$ cat src/rtl/perf_counter_bank_pkg.sv
// -----------------------------------------------------------------------------
// lc3b_perf_types
//
// Shared definitions for the performance counter bank.
//
// Channel indices
//   Each index names the event strobe wired into that channel:
//   - PERF_BUBBLE     : pc_stall from hazard detection.
//   - PERF_L1I_*      : L1I read and write miss pulses.
//   - PERF_L1D_*      : L1D read and write miss pulses.
//   - PERF_L2_*       : L2 read and write miss pulses.
//   - PERF_RSVD       : spare channel.
//
// Helper
//   sel_width() gives the width of a channel select field. It never returns
//   less than 1, so a single-channel bank still has a legal select port.
// -----------------------------------------------------------------------------
package lc3b_perf_types;

   localparam int PERF_BUBBLE    = 0;
   localparam int PERF_L1I_RMISS = 1;
   localparam int PERF_L1I_WMISS = 2;
   localparam int PERF_L1D_RMISS = 3;
   localparam int PERF_L1D_WMISS = 4;
   localparam int PERF_L2_RMISS  = 5;
   localparam int PERF_L2_WMISS  = 6;
   localparam int PERF_RSVD      = 7;
   localparam int PERF_NUM_CH    = 8;

   // Width of a channel select field for a bank of n channels (minimum 1).
   function automatic int sel_width(input int n);
      return (n <= 1) ? 1 : $clog2(n);
   endfunction

endpackage

$ cat src/rtl/perf_counter_bank_channel.sv
// -----------------------------------------------------------------------------
// perf_counter_channel
//
// One counter channel. It holds a live event count, a shadow copy of that
// count, and a sticky overflow flag.
//
// Ports
//   clk     in   system clock
//   reset   in   synchronous, active-high reset
//   inc     in   add one to the live count this cycle (already gated by enable)
//   clr     in   zero the live count and the overflow flag; wins over inc
//   snap    in   copy the pre-update live count into the shadow
//   count   out  live count
//   shadow  out  shadow copy of the count
//   ovf     out  sticky overflow flag
//
// Parameters
//   CNT_W     counter width in bits
//   SATURATE  1 = the count sticks at all-ones on overflow; 0 = it wraps to zero
// -----------------------------------------------------------------------------
module perf_counter_channel #(
   parameter int CNT_W    = 16,
   parameter bit SATURATE = 1'b0
) (
   input  logic             clk,
   input  logic             reset,
   input  logic             inc,
   input  logic             clr,
   input  logic             snap,
   output logic [CNT_W-1:0] count,
   output logic [CNT_W-1:0] shadow,
   output logic             ovf
);

   logic [CNT_W-1:0] count_q,  count_d;
   logic [CNT_W-1:0] shadow_q, shadow_d;
   logic             ovf_q,    ovf_d;

   always_comb begin
      // NOTE: every next-state value takes a default first, so a path that
      // assigns nothing holds the register instead of inferring a latch.
      count_d  = count_q;
      ovf_d    = ovf_q;
      // The shadow takes the value from before this cycle's clear or increment.
      shadow_d = snap ? count_q : shadow_q;

      if (clr) begin
         // A clear drops any event that arrives in the same cycle.
         count_d = '0;
         ovf_d   = 1'b0;
      end else if (inc) begin
         if (&count_q) begin
            ovf_d   = 1'b1;
            count_d = SATURATE ? count_q : '0;
         end else begin
            count_d = count_q + 1'b1;
         end
      end
   end

   // NOTE: sequential state uses non-blocking assignments only. All registers
   // then update together on the edge, whatever order the statements are in.
   always_ff @(posedge clk) begin
      if (reset) begin
         count_q  <= '0;
         // NOTE: the shadow copy also gets a reset. It is a plain register,
         // not a RAM, and software expects to read 0 from it after reset.
         shadow_q <= '0;
         ovf_q    <= 1'b0;
      end else begin
         count_q  <= count_d;
         shadow_q <= shadow_d;
         ovf_q    <= ovf_d;
      end
   end

   assign count  = count_q;
   assign shadow = shadow_q;
   assign ovf    = ovf_q;

endmodule

$ cat src/rtl/perf_counter_bank.sv
// -----------------------------------------------------------------------------
// perf_counter_bank
//
// A bank of NUM_CH independent event counters. The bank sits beside the
// pipeline and the caches. Each channel counts +1 per cycle while its event
// strobe and the global enable are both high. A registered read port returns
// either the live count or its shadow copy.
//
// Ports
//   clk        in   system clock
//   reset      in   synchronous, active-high reset
//   event_in   in   per-channel event strobes
//   enable     in   global count enable
//   clr        in   clear the channel addressed by clr_sel
//   clr_sel    in   channel index for clr; out-of-range values are ignored
//   clr_all    in   clear every channel (shadows are kept)
//   snap       in   copy every live count into its shadow
//   rd_req     in   read request
//   rd_sel     in   channel index to read; out-of-range values return 0
//   rd_shadow  in   1 = read the shadow copy, 0 = read the live count
//   rd_data    out  registered read data, held while no read is requested
//   rd_valid   out  high for one cycle, the cycle after rd_req
//   ovf        out  sticky per-channel overflow flags
// -----------------------------------------------------------------------------
module perf_counter_bank
   import lc3b_perf_types::*;
#(
   parameter int NUM_CH   = PERF_NUM_CH,
   parameter int CNT_W    = 16,
   parameter bit SATURATE = 1'b0,
   parameter int SEL_W    = sel_width(NUM_CH)
) (
   input  logic              clk,
   input  logic              reset,
   input  logic [NUM_CH-1:0] event_in,
   input  logic              enable,
   input  logic              clr,
   input  logic [SEL_W-1:0]  clr_sel,
   input  logic              clr_all,
   input  logic              snap,
   input  logic              rd_req,
   input  logic [SEL_W-1:0]  rd_sel,
   input  logic              rd_shadow,
   output logic [CNT_W-1:0]  rd_data,
   output logic              rd_valid,
   output logic [NUM_CH-1:0] ovf
);

   logic [NUM_CH-1:0][CNT_W-1:0] live_cnt;
   logic [NUM_CH-1:0][CNT_W-1:0] shadow_cnt;
   logic [NUM_CH-1:0]            ch_inc;
   logic [NUM_CH-1:0]            ch_clr;

   // ---------------------------------------------------------------------------
   // Channels
   // ---------------------------------------------------------------------------
   for (genvar i = 0; i < NUM_CH; i++) begin : g_ch
      assign ch_inc[i] = enable & event_in[i];
      // clr_sel values at or above NUM_CH match no channel, so they do nothing.
      assign ch_clr[i] = clr_all | (clr & (clr_sel == SEL_W'(i)));

      perf_counter_channel #(
         .CNT_W    (CNT_W),
         .SATURATE (SATURATE)
      ) u_ch (
         .clk    (clk),
         .reset  (reset),
         .inc    (ch_inc[i]),
         .clr    (ch_clr[i]),
         .snap   (snap),
         .count  (live_cnt[i]),
         .shadow (shadow_cnt[i]),
         .ovf    (ovf[i])
      );
   end

   // ---------------------------------------------------------------------------
   // Registered read port
   // ---------------------------------------------------------------------------
   logic [CNT_W-1:0] rd_word;
   logic [CNT_W-1:0] rd_data_q,  rd_data_d;
   logic             rd_valid_q, rd_valid_d;

   // The mux reads register outputs, so a read always returns the value from
   // before any clear or increment in the same cycle. The mux compares rd_sel
   // with each channel index, so an rd_sel that matches no channel gives 0.
   always_comb begin
      rd_word = '0;
      for (int i = 0; i < NUM_CH; i++) begin
         if (rd_sel == SEL_W'(i)) begin
            rd_word = rd_shadow ? shadow_cnt[i] : live_cnt[i];
         end
      end
   end

   always_comb begin
      rd_valid_d = rd_req;
      rd_data_d  = rd_req ? rd_word : rd_data_q;
   end

   always_ff @(posedge clk) begin
      if (reset) begin
         rd_data_q  <= '0;
         rd_valid_q <= 1'b0;
      end else begin
         rd_data_q  <= rd_data_d;
         rd_valid_q <= rd_valid_d;
      end
   end

   assign rd_data  = rd_data_q;
   assign rd_valid = rd_valid_q;

endmodule
$ cat config.mk
export PLATFORM = sky130hd
export DESIGN_NAME = perf_counter_bank
export DESIGN_NICKNAME = d
export VERILOG_FILES = /design/src/rtl/perf_counter_bank_pkg.sv /design/src/rtl/perf_counter_bank_channel.sv /design/src/rtl/perf_counter_bank.sv
export SDC_FILE = /design/constraint.sdc
export NUM_CORES = 1
export LEC_CHECK = 0
export CAP_MARGIN = 0
export CORE_ASPECT_RATIO = 2
export CORE_MARGIN = 5
export CORE_UTILIZATION = 35
export DETAILED_ROUTE_END_ITERATION = 16
export GPL_ROUTABILITY_DRIVEN = 0
export GPL_TIMING_DRIVEN = 0
export PLACE_DENSITY = 0.52
export SYNTH_ARGS = -nofsm -noshare
export SYNTH_HDL_FRONTEND = slang
export SYNTH_SLANG_ARGS = --single-unit
$ cat constraint.sdc
create_clock -name clk -period 1.94 [get_ports clk]
set_clock_uncertainty 0.2 [all_clocks]
set_input_delay 0.388 -clock clk [delete_from_list [all_inputs] [get_ports clk]]
set_output_delay 0.388 -clock clk [all_outputs]
set_load 0.1 [all_outputs]
==> results of run 1 <==
cell families (layout without fill, tap and decap cells):
kind of cell | after synthesis | after routing | synth area share
xor gates and xnor gates | 100 | 100 | 0.06453
muxes | 209 | 209 | 0.1541
AOI/OAI and AO/OA | 226 | 226 | 0.1121
buffers and inverters | 110 | 214 | 0.04038
adders and majority gates | 8 | 8 | 0.007376
DFF | 281 | 281 | 0.4145
and+or+nand+nor | 595 | 595 | 0.2070
worst paths after layout:
kind                              start  cells after the start  slack [ns]                 endpoint
setup / recovery  g_ch[0].u_ch.count[6]                      5       0.001               rd_data[6]
hold / removal                     snap                      3        0.07  g_ch[3].u_ch.shadow[12]
setup reg to reg  g_ch[0].u_ch.count[6]                      5       0.001               rd_data[6]
hold reg to reg        g_ch[4].u_ch.ovf                      2        0.27         g_ch[4].u_ch.ovf
sequential cells by signal, indices dropped and copies added, names as in the netlist:
signal,flops
g_ch.u_ch.shadow,128
rd_data,16
rd_valid,1
g_ch.u_ch.ovf,8
g_ch.u_ch.count,128
area by class of cell:
type                            instances  area, µm²
Clock inverter                          6      80.08
Timing Repair Buffer                   57      489.2
Clock buffer                           45      865.8
Tap cell                              520      650.6
Inverter                               11      41.29
Buffer                                 95      630.6
Fill cell                            3848      21880
Multi-Input combinational cell       1138       8218
Sequential cell                       281       5685
metrics by stage:
step | total power, mW | hold WS, ns | area (µm²)
3_5_place_dp | 6.989 | 0.2659 | 14660
5_1_grt | 13.10 | 0.07707 | 16660
4_1_cts | 12.77 | 0.05928 | 16260
2_1_floorplan | 6.603 | 0.2263 | 13580
3_3_place_gp | 6.984 | 0.2535 | 14660
6_report | 12.70 | 0.06675 | 16660
synthesized netlist by cell type, types with 2 or more instances:
master	instances	share of area
a211oi_1	48	0.027
a21oi_1	22	0.0081
a311oi_1	17	0.011
a31o_2	3	0.0019
a31oi_1	5	0.0023
a41oi_1	2	0.0013
and2_1	7	0.0032
and2b_1	2	0.0011
and3_1	13	0.0060
and4_1	18	0.012
buf_1	5	0.0014
buf_2	30	0.011
buf_4	21	0.012
buf_6	2	0.0017
clkbuf_1	38	0.011
clkbuf_2	3	0.0011
dfxtp_1	281	0.41
ha_1	8	0.0074
inv_1	11	0.0030
mux2i_1	209	0.15
nand2_1	80	0.022
nand2b_1	20	0.0092
nand3_1	48	0.018
nand4_1	40	0.018
nor2_1	284	0.079
nor2b_1	46	0.021
nor3_1	11	0.0041
nor4_1	3	0.0014
o21a_1	18	0.010
o21ai_0	48	0.018
o21ai_1	4	0.0015
o21bai_1	3	0.0017
o22ai_1	32	0.015
o31ai_1	3	0.0017
o32ai_1	16	0.010
or2_2	4	0.0018
or3_1	11	0.0051
or4_1	2	0.0011
xnor2_1	35	0.023
xor2_1	65	0.042
worst register-to-register path, stage by stage (launching register included):
cell and delay, ns:
dfxtp_4 0.36, nor2b_2 0.17, a211oi_4 0.31, o22ai_2 0.19, a311oi_4 0.45, o32ai_2 0.12
metal layers:
| metal | up-vias | GRT usage |
|---|---|---|
| li1 | 5540 | - |
| met1 | 5414 | 0.1985 |
| met2 | 189 | 0.3979 |
| met3 | 94 | 0.01821 |
| met4 | 0 | 0.1136 |
| met5 | - | 0 |
power groups by stage:
| stage | clock network [mW] | logic (mW) | registers [mW] |
|---|---|---|---|
| floorplan | 0 | 0.533 | 6.07 |
| global placement | 0 | 1.03 | 5.95 |
| detailed placement | 0 | 1.03 | 5.96 |
| CTS | 5.79 | 1.16 | 5.82 |
| global route | 6.02 | 1.27 | 5.82 |
| finish | 5.67 | 1.22 | 5.82 |
timing repair:
item / CTS / global route
resized for setup: 316 / 109
gates cloned: 0 / 2
setup buffers: 2 / 9
setup endpoints to repair: 225 / 145
pin swaps: 18 / 22
==> results_dict.tcl, run 1 <==
set metrics [dict create \
    synth.yosys.seq_area_share 0.4145 \
    grt_max_degree 14 \
    power_switching_share 0.2521 \
    async_flop_share 0 \
    synthesis.area_per_instance_um2 8.876 \
    rows 102 \
    tritoncts "yes" \
    seq_power_share 0.458 \
    ctsLongestPathBuffers 3 \
    io_buffer_count 43 \
    via_count 11240 \
    power_report.internal_total_mw 9.498 \
    final-setup-viol-count 0 \
    slew_headroom 0.4918 \
    timing.final.ws_setup_ns 0.001007 \
    wl_met3_um 1014 \
    number_of_flops_mapped_to_enable_cells_by_yosys 0 \
    most-common-layout-cells "nor2_1, dfxtp_1, mux2i_1" \
    detailed_place_hpwl_um 33510 \
    detail_route.first_pass.iterations 5 \
    timing.critical_path.cells "nor2b_2, a211oi_4, o22ai_2, a311oi_4, o32ai_2" \
    grt_first_pass_wirelength_um 66610 \
    postRouteAntennaNets 0 \
    cts_hold_repair.buffers 0 \
    finalCritPeriodShare 0.9995 \
    status "finished clean" \
    final.min_clock_period_ns 1.939 \
    postSynthRegisterBits 281 \
    worst-slew-pin-transition_ns 0.7573 \
    post_synth_instance_area_um2 13570 \
    first_global_vias 11400 \
    layout.cells.most_common "nor2_1" \
    critical_path.top_delay_family "compound AO/OA/AOI/OAI gates" \
    layout.core_utilization 0.4323 \
    grt.total_usage 0.2008 \
    power.clock.fraction 0.446 \
    critical_path.max_fanout 4 \
    core_region_area_um2 38540 \
    required_ns 2.16 \
    critical_path_capture_point_type "register" \
    yosysWarnings 0 \
    clkLatencyLatePin_ns 0.56 \
    critical_path_launch_point_type "register" \
    synth_nets 1559 \
    finalHoldViolations 0 \
    number_of_clock_sinks_seen_by_cts 281 \
    synth-main-ff-cell "dfxtp_1" \
    total_switching_power_mw 3.201 \
    worst_ir_drop_vdd_v 0.0006652 \
    slew_violations 0 \
    fp.dieArea_um2 43050 \
    remaining_drc_errors 0 \
    power-per-cell-area_nw_per_um2 762.2 \
    worst_setup_hold_path_clk_slew_ns 0.07 \
    root_buffer "clkbuf_16" \
    critPathKind "reg -> reg" \
    critical_path.n_buffers_inverters 0 \
    syn-instance-count 1529 \
    initial_utilization 0.3521 \
    worst_ep_arrival_time_ns 2.16 \
    grt_overflow 0 \
    highest-signal-layer "met4" \
    area.growth.synth_to_final_pct 22.76 \
    worst_path_max_delay_cell "a311oi_4" \
    fmax_ghz 0.5157 \
    die-width_um 149.2 \
    detailroute.wirelength.met2_um 24220 \
    finalNonFillerCells 2153 \
    p_comb_frac 0.096 \
    initial_antenna_violation_count 1 \
    holdCritPathClass "in -> reg" \
    fin_nets 1642 \
    dp_slack_ns -1.629 \
    p_leak_nw 6.082 \
    critical-path-max-stage-delay_ns 0.45 \
    max-cap-violations 0 \
    detail_route.wirelength_um 44150 \
    routed_wirelength_normalized_by_instance_count_um 20.51 \
    synth_cell_type_count 51 \
    die_height_um 288.5 \
    post_route_cells_drive_above_1_share 0.1978 \
    number_of_clock_buffers_inserted_by_tritoncts 28 \
    wl_met1_um 15870 \
    dr.first_iter.drc_count 553 \
    setup_repair_after_global_routing_missed_its_margin "yes" \
    place.detailed.instances 2093 \
    diodes_inserted 0 \
    via_per_inst 5.219 \
    h-tree-depth 1 \
    tns_ns 0 \
    boundaryPins 47 \
]
Note: power is estimated with default switching activity, not from simulation.
==> inputs of run 2 (changes only) <==
- ABC_AREA: unset -> 1
- CTS_BUF_LIST: unset -> sky130_fd_sc_hd__clkbuf_2
==> results_dict.tcl, run 2 <==
set metrics [dict create \
    status "finished, violations left" \
    failing_checks "setup timing" \
    holdCritPathClass "in -> reg" \
    remaining_drc_errors 0 \
    number_of_clock_sinks_seen_by_cts 281 \
    first_global_vias 14120 \
    rows 102 \
    grt_max_degree 11 \
    required_ns 1.35 \
    synthesis.area_per_instance_um2 6.711 \
    synth_cell_type_count 36 \
    root_buffer "clkbuf_2" \
    initial_antenna_violation_count 2 \
    tritoncts "yes" \
    filler_cell_count 4265 \
    detail_route.first_pass.iterations 5 \
    timing.hold.worst_path_depth 3 \
    worst_ir_drop_vdd_v 0.0003145 \
    post_route_cells_drive_above_1_share 0.1432 \
    power-per-cell-area_nw_per_um2 683.5 \
    synth-main-ff-cell "dfxtp_1" \
    syn-instance-count 2053 \
    number_of_flops_mapped_to_enable_cells_by_yosys 0 \
    area.growth.synth_to_final_pct 19.12 \
    clkLatencyLatePin_ns 0.97 \
    post_synth_instance_area_um2 13780 \
    detailed_place_hpwl_um 37720 \
    h-tree-depth 3 \
    fin_nets 2227 \
    postSynthRegisterBits 281 \
    most-common-layout-cells "nand2_1, dfxtp_1, a21oi_1" \
    routed_wirelength_normalized_by_instance_count_um 18.16 \
    postRouteAntennaNets 0 \
    worst-slew-pin-transition_ns 0.9844 \
    multi_input_area_um2 7346 \
    die-width_um 150.3 \
    grt_overflow 0 \
    die_height_um 290.6 \
    place.detailed.instances 2616 \
    finalHoldViolations 0 \
    detail_route.wirelength_um 50190 \
    via_per_inst 5.192 \
    detailed_place.area_um2 14860 \
    finalNonFillerCells 2764 \
    post_synth_most_frequent_cells "nand2_1, dfxtp_1, a21oi_1, nor2_1" \
    dr.first_iter.drc_count 954 \
    boundaryPins 47 \
    synth_nets 2083 \
    io_buffer_count 43 \
    final.min_clock_period_ns 2.126 \
    via_count 14350 \
    initial_utilization 0.3551 \
    critical_path_launch_point_type "register" \
    timing.final.ws_setup_ns -0.1861 \
    sequential_cell_area_um2 5737 \
    yosysWarnings 0 \
    layout.cells.most_common "nand2_1" \
    grt.total_usage 0.2261 \
    critical_path_capture_point_type "primary output" \
    synth.yosys.seq_area_share 0.4083 \
    fmax_ghz 0.4703 \
    synth_largest_area_cell "dfxtp_1" \
    slew_violations 0 \
    fraction_of_synthesized_cell_area_taken_by_the_top_area_cell_type 0.4083 \
    total_power_mw 11.22 \
    max-cap-violations 0 \
    worst_setup_hold_path_clk_slew_ns 0.10 \
    critPathKind "reg -> out" \
    critical_path.max_fanout 2 \
    finalCritPeriodShare 1.096 \
    setup_repair_after_global_routing_missed_its_margin "yes" \
    p_leak_nw 5.986 \
    number_of_clock_buffers_inserted_by_tritoncts 70 \
    cell_area_after_layout_um2 16410 \
    ctsLongestPathBuffers 3 \
    layout.core_utilization 0.4230 \
    fp.dieArea_um2 43670 \
    grt_first_pass_wirelength_um 77560 \
    async_flop_share 0 \
    yosys.cell_count.top_type "nand2_1" \
    slew_headroom 0.3393 \
    final-setup-viol-count 26 \
    yosys-top-cells-area "dfxtp_1, nand2_1, a21oi_1" \
    core_region_area_um2 38800 \
    worst_ep_arrival_time_ns 1.54 \
    r2r.worst_path.cells 8 \
]
run 2: worst max-delay path: stages, from the launching register on:
cell,delay [ns]
dfxtp_2,0.35
buf_6,0.10
buf_12,0.16
run 2: report_power, final:
group,internal (mW),switching (mW)
registers,5.90,0.0929
clock network,1.50,2.53
logic,0.346,0.847
total,7.75,3.47
run 2: logic make-up (layout without fill, tap and decap cells):
kind of cell             count (synthesis)  after routing  share of synthesized area
AO/OA/AOI/OAI                          468            468                     0.1803
XOR/XNOR                                32             32                    0.02034
adder cells (fa/ha/maj)                  8              8                   0.007266
buffers and inverters                  285            474                    0.08219
flip-flops                             281            281                     0.4083
other                                    0              2                          0
AND/OR/NAND/NOR                        979            979                     0.3016
run 2: final timing paths:
| kind | start | end | slack (ns) |
|---|---|---|---|
| setup / recovery | g_ch[0].u_ch.ovf | ovf[0] | -0.19 |
| hold / removal | event_in[1] | g_ch[1].u_ch.count[0] | 0.07 |
| setup reg to reg | g_ch[0].u_ch.count[13] | rd_data[13] | 0.05 |
| hold reg to reg | g_ch[1].u_ch.ovf | g_ch[1].u_ch.ovf | 0.27 |
run 2: per-stage QoR:
stage | setup TNS (ns) | hold slack [ns] | setup WS [ns]
after floorplan | 0 | 0.2304 | 0.09876
after global placement | -147.98 | 0.2406 | -1.118
after CTS | -10.57 | 0.02016 | -0.3036
after global routing | -6.211 | 0.03991 | -0.2911
final | -3.713 | 0.07069 | -0.1861
after detailed placement | -150.58 | 0.2430 | -1.096
run 2: metal layers:
layer | global-route usage | share of wire | vias up
met2 | 0.4094 | 0.53 | 412
met3 | 0.03729 | 0.044 | 131
met4 | 0.1260 | 0.053 | 0
met1 | 0.2438 | 0.38 | 6729
li1 | - | - | 7080
met5 | 0 | 0 | -
run 2: timing repair:
action | in CTS | in global routing
setup buffers | 15 | 11
pin swaps | 12 | 16
gates cloned | 0 | 0
setup endpoints to repair | 86 | 167
endpoints found under the hold margin | 74 | 0
hold buffers | 14 | 0
gates resized for setup | 307 | 77
run 2: layout make-up:
cell class	count	share of cell area
tap	520	0.03965
clock buffer	100	0.03050
multi-input combinational	1487	0.4476
clock inverter	17	0.005566
buffer	88	0.02272
antenna	2	0.0003050
sequential	281	0.3496
timing repair buffer	80	0.06038
inverter	189	0.04369
==> inputs of run 3 (changes only) <==
- PLACE_DENSITY: 0.52 -> 0.5
- clock period: 1.94 -> 2.48 ns (I/O delays scaled with it)
==> results_dict.tcl, run 3 (synthesis results as in run 2) <==
set metrics [dict create \
    most-common-layout-cells "nand2_1, dfxtp_1, a21oi_1, nor2_1" \
    critical-path-max-stage-delay_ns 0.41 \
    critical_path_capture_point_type "primary output" \
    ctsLongestPathBuffers 3 \
    detail_route.wirelength_um 49800 \
    worst-path-stages 1 \
    detail_route.first_pass.iterations 6 \
    initial_utilization 0.3551 \
    slew_violations 0 \
    number_of_clock_buffers_inserted_by_tritoncts 70 \
    boundaryPins 47 \
    tns_ns 0 \
    critical_path.top_delay_family "flip-flops" \
    regToRegEndpoint "g_ch[3].u_ch.count[9]" \
    first_global_vias 14140 \
    sequential_cell_area_um2 5627 \
    grt_first_pass_wirelength_um 76730 \
    total_switching_power_mw 2.753 \
    via_per_inst 5.138 \
    number_of_clock_sinks_seen_by_cts 281 \
    multi_input_area_um2 7038 \
    power.clock.fraction 0.367 \
    worst_ir_drop_vdd_v 0.0002624 \
    worst-slew-pin-transition_ns 0.9211 \
    power-per-cell-area_nw_per_um2 566.7 \
    routed_wirelength_normalized_by_instance_count_um 18.16 \
    critPathKind "reg -> out" \
    critical_path.max_fanout 2 \
    final.min_clock_period_ns 2.434 \
    postRouteAntennaNets 0 \
    area.growth.synth_to_final_pct 12.27 \
    fin_nets 2201 \
    io_buffer_count 43 \
    total_power_mw 8.765 \
    tritoncts "yes" \
    root_buffer "clkbuf_2" \
    required_ns 1.78 \
    critical_path.n_buffers_inverters 1 \
    holdCritPathClass "in -> reg" \
    h-tree-depth 3 \
    p_comb_frac 0.098 \
    timing.critical_path.cells "buf_4" \
    critical_path.startpoint "rd_data[1]" \
    layout.cells.most_common "nand2_1" \
    critical_path_launch_point_type "register" \
    fp.dieArea_um2 43670 \
    finalHoldViolations 0 \
    grt.total_usage 0.2257 \
    core_region_area_um2 38800 \
    rows 102 \
    detailed_place_hpwl_um 38410 \
    fmax_ghz 0.4109 \
    endpoint "rd_data[1]" \
    slew_headroom 0.3859 \
    filler_cell_count 4306 \
    regToRegStartpoint "g_ch[3].u_ch.count[1]" \
    via_count 14090 \
    power_report.internal_total_mw 6.012 \
    max-cap-violations 0 \
    post_route_cells_drive_above_1_share 0.08964 \
    die-width_um 150.3 \
    worst_ep_arrival_time_ns 1.74 \
    grt_max_degree 11 \
    seq_power_share 0.536 \
    p_leak_nw 5.695 \
    dr.first_iter.drc_count 905 \
    final-setup-viol-count 0 \
    status "finished clean" \
    initial_antenna_violation_count 1 \
    r2r.worst_path.cells 8 \
    grt_overflow 0 \
    worst_setup_hold_path_clk_slew_ns 0.12 \
    worst_path_max_delay_cell "dfxtp_1" \
    die_height_um 290.6 \
    remaining_drc_errors 0 \
    reg2reg_slack_ns 0.21 \
    power_switching_share 0.3140 \
    finalCritPeriodShare 0.9814 \
    clkLatencyLatePin_ns 1.00 \
]
run 3: cell types whose count changed in the layout (fill, tap and decap cells not counted), sizes merged:
| cell | previous run | this run |
|---|---|---|
| dlygate4sd3 | 13 | 3 |
| clkinvlp | 2 | 0 |
| clkdlybuf4s50 | 16 | 18 |
| buf | 76 | 58 |
| dlymetal6s4s | 1 | 0 |
| clkinv | 13 | 21 |
| clkbuf | 162 | 161 |
run 3: layer usage:
| metal | global-route usage | up-vias | wire length (µm) |
|---|---|---|---|
| met3 | 0.03370 | 121 | 2007 |
| li1 | - | 7032 | - |
| met4 | 0.1301 | 0 | 2743 |
| met2 | 0.4119 | 385 | 26090 |
| met5 | 0 | - | 0 |
| met1 | 0.2407 | 6551 | 18970 |
run 3: metrics by stage:
stage                     area (µm²)  utilization  hold slack (ns)  cells  setup slack (ns)
after floorplan                13780            -           0.2304   2053            0.6199
final                          15470       0.3987          0.06808   2742           0.04624
after global routing           15460       0.3986          0.07249   2741         -0.001116
after detailed placement       14860       0.3830           0.2594   2616           -0.7391
after CTS                      15440       0.3981          0.03524   2740         0.0002359
after global placement         14860       0.3830           0.2434   2616           -0.7056
run 3: repair_timing:
| action | 4_1_cts | 5_1_grt |
|---|---|---|
| hold buffers | 3 | 0 |
| buffers inserted | 0 | 0 |
| pin swaps | 0 | 0 |
| endpoints found under the hold margin | 28 | 0 |
| resized for setup | 154 | 4 |
| setup endpoints to repair | 31 | 17 |
run 3: worst min path at each step:
stage	from	endpoint	slack, ns	cells past startpoint
floorplan	g_ch[1].u_ch.ovf	g_ch[1].u_ch.ovf	0.23	2
global placement	g_ch[1].u_ch.ovf	g_ch[1].u_ch.ovf	0.24	2
detailed placement	rd_data[7]	rd_data[7]	0.26	2
CTS	snap	g_ch[1].u_ch.shadow[2]	0.04	3
global route	event_in[5]	g_ch[5].u_ch.count[1]	0.07	4
finish	event_in[5]	g_ch[5].u_ch.count[1]	0.07	4
run 3: layout make-up:
class	instances	area share
Tap cell	520	0.04206
Sequential cell	281	0.3638
Clock inverter	23	0.007361
Inverter	189	0.04587
Clock buffer	98	0.03171
Buffer	96	0.02734
Antenna cell	2	0.0003236
Timing Repair Buffer	46	0.02653
Multi-Input combinational cell	1487	0.4550
run 3: power groups by stage:
stage | combinational [mW] | clock, mW | sequential, mW
floorplan | 0.443 | 0 | 4.87
global placement | 0.843 | 0 | 4.79
detailed placement | 0.849 | 0 | 4.80
CTS | 0.853 | 3.34 | 4.70
global route | 0.927 | 3.54 | 4.71
finish | 0.855 | 3.21 | 4.70
